### src/rtl/dmem_arbiter.sv
// Two-port arbiter in front of data_mem: one grant per cycle, registered responses, port lock with a starvation bound.
// Build option: define DMEM_ARB_RR_EN for round-robin IDLE tie-breaking; otherwise port 0 wins IDLE ties.
module dmem_arbiter #(
  parameter int AW       = 32,
  parameter int DW       = 32,
  parameter int DEPTH    = 64,
  parameter int MAX_HOLD = 8
) (
  input  logic          clk,
  input  logic          reset_n,
  input  logic          p0_req,
  input  logic          p0_we,
  input  logic [AW-1:0] p0_addr,
  input  logic [DW-1:0] p0_wdata,
  input  logic          p0_lock,
  output logic          p0_gnt,
  output logic          p0_rvalid,
  output logic [DW-1:0] p0_rdata,
  output logic          p0_err,
  input  logic          p1_req,
  input  logic          p1_we,
  input  logic [AW-1:0] p1_addr,
  input  logic [DW-1:0] p1_wdata,
  input  logic          p1_lock,
  output logic          p1_gnt,
  output logic          p1_rvalid,
  output logic [DW-1:0] p1_rdata,
  output logic          p1_err,
  output logic          mem_we,
  output logic [AW-1:0] mem_a,
  output logic [DW-1:0] mem_wd,
  input  logic [DW-1:0] mem_rd
);

  localparam int HW = $clog2(MAX_HOLD + 1);

  typedef enum logic [1:0] {IDLE, OWN0, OWN1} state_t;

  state_t        state, state_nxt;
  logic [HW-1:0] hold_cnt, hold_nxt;
  logic          last;
  logic          hold_full, own_is_1, own_req, oth_req, tie_to_p1;
  logic          win_valid, win1, win_lock, win_oth_req;
  logic          sel_we, in_range;

`ifdef DMEM_ARB_RR_EN
  // The port not granted most recently wins a tie.
  assign tie_to_p1 = ~last;
`else
  assign tie_to_p1 = 1'b0;
`endif

  assign hold_full = (hold_cnt == HW'(MAX_HOLD));
  assign own_is_1  = (state == OWN1);
  assign own_req   = own_is_1 ? p1_req : p0_req;
  assign oth_req   = own_is_1 ? p0_req : p1_req;

  // NOTE: every output of this block gets a default first, so no path can infer a latch.
  always_comb begin
    win_valid = 1'b0;
    win1      = 1'b0;
    state_nxt = state;
    hold_nxt  = hold_cnt;
    if (state == IDLE) begin
      win_valid = p0_req | p1_req;
      win1      = p1_req & (~p0_req | tie_to_p1);
    end else begin
      win_valid = own_req | oth_req;
      // While owning, 'last' is the owner, so ~last names the starved port.
      if (oth_req && hold_full) win1 = ~last;
      else if (own_req)         win1 = own_is_1;
      else                      win1 = ~own_is_1;
    end
    win_valid   = win_valid & reset_n;
    win_lock    = win1 ? p1_lock : p0_lock;
    win_oth_req = win1 ? p0_req : p1_req;

    if (!win_valid) begin
      hold_nxt = '0;
    end else if (win_lock && (state == IDLE || win1 == own_is_1)) begin
      state_nxt = win1 ? OWN1 : OWN0;
      hold_nxt  = win_oth_req ? hold_cnt + HW'(1) : '0;
    end else begin
      state_nxt = IDLE;
      hold_nxt  = '0;
    end
  end

  assign p0_gnt   = win_valid & ~win1;
  assign p1_gnt   = win_valid & win1;
  assign mem_a    = p1_gnt ? p1_addr  : p0_addr;
  assign mem_wd   = p1_gnt ? p1_wdata : p0_wdata;
  assign sel_we   = p1_gnt ? p1_we    : p0_we;
  assign in_range = (mem_a[AW-1:2] < (AW-2)'(DEPTH));
  assign mem_we   = win_valid & sel_we & in_range;

  // NOTE: reset is sampled synchronously here; gnt/mem_we are gated on reset_n combinationally above.
  // NOTE: sequential state uses non-blocking assignments only, so every register samples pre-edge values.
  always_ff @(posedge clk) begin
    if (!reset_n) begin
      state     <= IDLE;
      hold_cnt  <= '0;
      last      <= 1'b1;
      p0_rvalid <= 1'b0;
      p0_rdata  <= '0;
      p0_err    <= 1'b0;
      p1_rvalid <= 1'b0;
      p1_rdata  <= '0;
      p1_err    <= 1'b0;
    end else begin
      state     <= state_nxt;
      hold_cnt  <= hold_nxt;
      if (win_valid) last <= win1;
      p0_rvalid <= p0_gnt;
      p0_err    <= p0_gnt & ~in_range;
      p0_rdata  <= (p0_gnt && !sel_we && in_range) ? mem_rd : '0;
      p1_rvalid <= p1_gnt;
      p1_err    <= p1_gnt & ~in_range;
      p1_rdata  <= (p1_gnt && !sel_we && in_range) ? mem_rd : '0;
    end
  end

endmodule

### config.mk
export PLATFORM = sky130hd
export DESIGN_NAME = dmem_arbiter
export DESIGN_NICKNAME = d
export VERILOG_FILES = /design/src/rtl/dmem_arbiter.sv
export SDC_FILE = /design/constraint.sdc
export NUM_CORES = 1
export LEC_CHECK = 0
export BUFFER_PORTS_ARGS = -buffer_cell sky130_fd_sc_hd__clkbuf_2
export CAP_MARGIN = 20
export CORE_AREA = 2 2 118 120
export CTS_BUF_LIST = sky130_fd_sc_hd__clkbuf_4 sky130_fd_sc_hd__clkbuf_8
export CTS_CLUSTER_DIAMETER = 50
export DETAILED_ROUTE_END_ITERATION = 10
export DIE_AREA = 0 0 120 122
export PLACE_DENSITY_LB_ADDON = 0.05
export SYNTH_ARGS = -nofsm -noshare
export SYNTH_HDL_FRONTEND = slang
export SYNTH_SLANG_ARGS = --single-unit
### constraint.sdc
create_clock -name clk -period 2.5 [get_ports clk]
set_input_delay 0.5 -clock clk [delete_from_list [all_inputs] [get_ports clk]]
set_output_delay 0.5 -clock clk [all_outputs]
set_load 0.005 [all_outputs]
==> key figures <==
Outcome
  – Status: complete, but fails checks
  – Failing checks: setup timing

Clocking
  – CTS root buf: clkbuf_8
  – CTS buffer count: 9
  – Reg clk slew, reported paths: 0.08 ns
  – CTS tree: built
  – Hold Buf Count CTS: 0
  – Clock Sinks: 75
  – Worst skew pair latency: 0.36 ns
  – Clock tree buffer depth: 2
  – # H-tree levels: 3

Worst hold path
  – Min-Delay Endpoint: last
  – Hold crit path type: in2reg
  – Hold Crit Depth: 2
  – Min-delay src: reset_n

Detailed routing
  – Drt first pass iters: 6
  – Antenna-violating nets left: 0
  – Wire per inst: 18.55 um
  – Detailed-route via count: 3884
  – Number of remaining DRC errors: 0
  – DR vias/cell: 4.708
  – Initial DRC Count: 165
  – Final WL: 15310 um

Power and ir drop
  – Switching power: 0.0007421 W
  – Power share of the combinational group: 23.3%
  – Pleak: 3.218 nW
  – Worst IR Drop VDD: 0.1854 mV
  – Clk pwr share: 35.2%
  – Internal cell power: 0.002176 W
  – Flop pwr share: 41.5%
  – Switch share: 25.43%
  – PD cells: 468.4 mW/mm^2

Critical path
  – Critical Path RT: 2.00 ns
  – Reg-to-Reg Start: hold_cnt[1]
  – Worst R2R Path Depth: 12
  – R2r endpoint: p1_rdata[4]
  – Crit path kind: reg2out
  – CP max FO: 6
  – Setup crit start kind: flop
  – Arr. time, crit path: 2.37 ns
  – Worst reg2reg setup slack: 0.20 ns
  – Critical Path Sink Type: primary output

Final layout
  – Nets: 811
  – Most common cell after layout, fill and taps aside: clkbuf_2
  – FILL cells: 1343
  – Multi-input logic area: 0.002004 mm^2
  – Final Instance Area: 0.006230 mm^2
  – Antenna cells: 0
  – Commonest cells after routing, fill and taps aside: clkbuf_2 (290), dfxtp_1 (72), mux2_4 (58)
  – Storage cell area: 0.001505 mm^2
  – Final non-filler cell total: 825
  – Layout cells sized above 1: 69.46%
  – Area delta synth->final: 82.85%

Synthesis
  – Share of the synthesized area in the top cell type: 44.07%
  – Yosys cell types: 34
  – Synth Warn #: 0
  – Register area share after synthesis: 44.07%
  – Synth top area cells: dfxtp_1 (44%), mux2_2 (21%), and4b_1 (9.4%), and4_1 (8.2%), nor4_1 (2.2%)
  – Synthesized netlist cell count: 298
  – Synth Net Count: 468
  – Synth Register Bits: 75
  – Area leader, netlist: dfxtp_1
  – Post-Syn Area: 0.003407 mm^2
  – Synth Area per Inst: 11.43 um^2

Global route
  – Initial antenna violation count: 0
  – Vias in the first global route: 4014
  – Grt ovf: 0
  – GR Util All Layers: 20.08%
  – Largest net degree at the start of global routing: 34
  – Global-route wire length before repair: 22270 um

Floorplanning
  – Die area: 0.01464 mm^2
  – Chip height: 122 um
  – Core Footprint: 0.01350 mm^2
  – Std cell rows: 43
  – Starting Density: 25.23%
  – Die width: 120 um
  – I/O Pins: 303

Placed design
  – Placed Instances: 776
  – Area after DPL: 0.005209 mm^2
  – Post-place setup slack: -0.1163 ns
  – Gpl congestion: 0.8859
  – Port bufs: 302
  – Final HPWL DP: 10910 um

STA
  – Hold slack: 0.3804 ns
  – Fmax: 348.6 MHz
  – Unrepaired setup endpoints after global routing: true
  – Slew at the pin closest to its max-slew limit: 0.4629 ns
  – Fin. max-slew vios: 0
  – Layout Skew: 0.01061 ns
  – # setup viols final: 66
  – Slew margin rel.: 68.85%
  – Setup WS post-layout: -0.3688 ns
  – Period utilization: 114.8%
  – Final Hold Fails: 0
  – Clock period minus worst slack: 2.869 ns

Run
  – Maxcap violations: 0
## layout make-up
class                           instances  share of cell area (%)
Clock inverter                          6                   1.446
Clock buffer                            9                   1.988
Inverter                                4                  0.2410
Tap cell                              180                   3.615
Multi-Input combinational cell        194                   32.18
Timing Repair Buffer                  357                   36.37
Sequential cell                        75                   24.16
## repair_timing
item	in CTS	in global routing
resized for setup	60	50
gates cloned	10	0
pin swaps	1	7
setup endpoints to repair	66	67
setup buffers	24	8
## how the worst max path moves through the flow
stage                startpoint    endpoint  slack [ns]  cells after the start
finish              hold_cnt[1]  mem_wd[22]       -0.37                     10
global route        hold_cnt[1]  mem_wd[22]       -0.47                     10
CTS                 hold_cnt[0]  mem_wd[19]       -0.35                     11
detailed placement       p0_req  mem_wd[12]       -0.12                      7
global placement         p0_req  mem_wd[12]       -0.08                      7
floorplan           hold_cnt[0]   mem_a[12]        0.27                      7
## synthesized netlist by cell type
| cell type | number |
|---|---|
| dfxtp_1 | 75 |
| nand2_1 | 5 |
| nor2_1 | 6 |
| a31oi_1 | 1 |
| buf_6 | 1 |
| nand4_1 | 3 |
| nor4_1 | 12 |
| o21ai_0 | 4 |
| nand2b_1 | 2 |
| clkbuf_2 | 2 |
| inv_1 | 4 |
| buf_4 | 6 |
| nand4b_1 | 2 |
| o221ai_1 | 1 |
| ha_1 | 2 |
| a211o_1 | 1 |
| a21oi_1 | 1 |
| and4_1 | 32 |
| a211oi_1 | 5 |
| a32o_1 | 2 |
| nor2b_1 | 5 |
| a21boi_0 | 1 |
| nor3_1 | 5 |
| xnor2_1 | 1 |
| a32oi_2 | 1 |
| and4b_1 | 32 |
| buf_2 | 2 |
| nand3_1 | 1 |
| mux2_2 | 64 |
| clkbuf_1 | 14 |
| nor3_2 | 1 |
| xor2_1 | 1 |
| a21oi_4 | 1 |
| nand3b_1 | 2 |
## cells by family (layout without fill, tap and decap cells)
family / after synthesis / after routing / share of synthesized area [%]
compound gates: 18 / 18 / 4.297
mux: 64 / 64 / 21.15
flops: 75 / 75 / 44.07
fa+ha+maj: 2 / 2 / 0.7344
xor+xnor: 2 / 2 / 0.5142
simple gates: 108 / 108 / 25.01
buf+inv: 29 / 376 / 4.223
## power groups by stage
stage	Clock, W	Sequential, W	Combinational, W
floorplan	0	0.00124	0.000200
global placement	0	0.00124	0.000492
detailed placement	0	0.00124	0.000491
CTS	0.00105	0.00121	0.000652
global route	0.00110	0.00121	0.000725
finish	0.00103	0.00121	0.000681
## worst max-delay path, cell delays in order (launching register included)
cell,delay [ns]
dfxtp_2,0.33
inv_2,0.06
ha_4,0.14
nand3b_1,0.11
a211o_1,0.34
a21oi_4,0.21
buf_12,0.17
buf_8,0.13
buf_16,0.13
mux2_4,0.30
clkbuf_2,0.11
## stage by stage
| step | power, W | TNS (ns) | util, % |
|---|---|---|---|
| 3_3_place_gp | 0.001730 | -2.966 | 38.57 |
| 4_1_cts | 0.002910 | -18.92 | 45.52 |
| 5_1_grt | 0.003041 | -26.88 | 46.13 |
| 6_report | 0.002918 | -20.28 | 46.13 |
| 3_5_place_dp | 0.001729 | -4.752 | 38.57 |
| 2_1_floorplan | 0.001437 | 0 | - |
## metal layers
metal  global-route usage [%]  vias up  share of wire [%]
met2                    36.86      156                 52
met3                    3.839       14                5.3
met4                    5.294        0                1.2
met5                        0        -                  0
met1                    23.88     1872                 42
li1                         -     1842                  -
## sequential cells by signal, summed over array words and instances, names as in the netlist
name and count:
p1_rvalid 1, p1_rdata 32, p0_rdata 32, last 1, state 2, p1_err 1
hold_cnt 4, p0_rvalid 1, p0_err 1
Power figures use the tool's default switching activity.
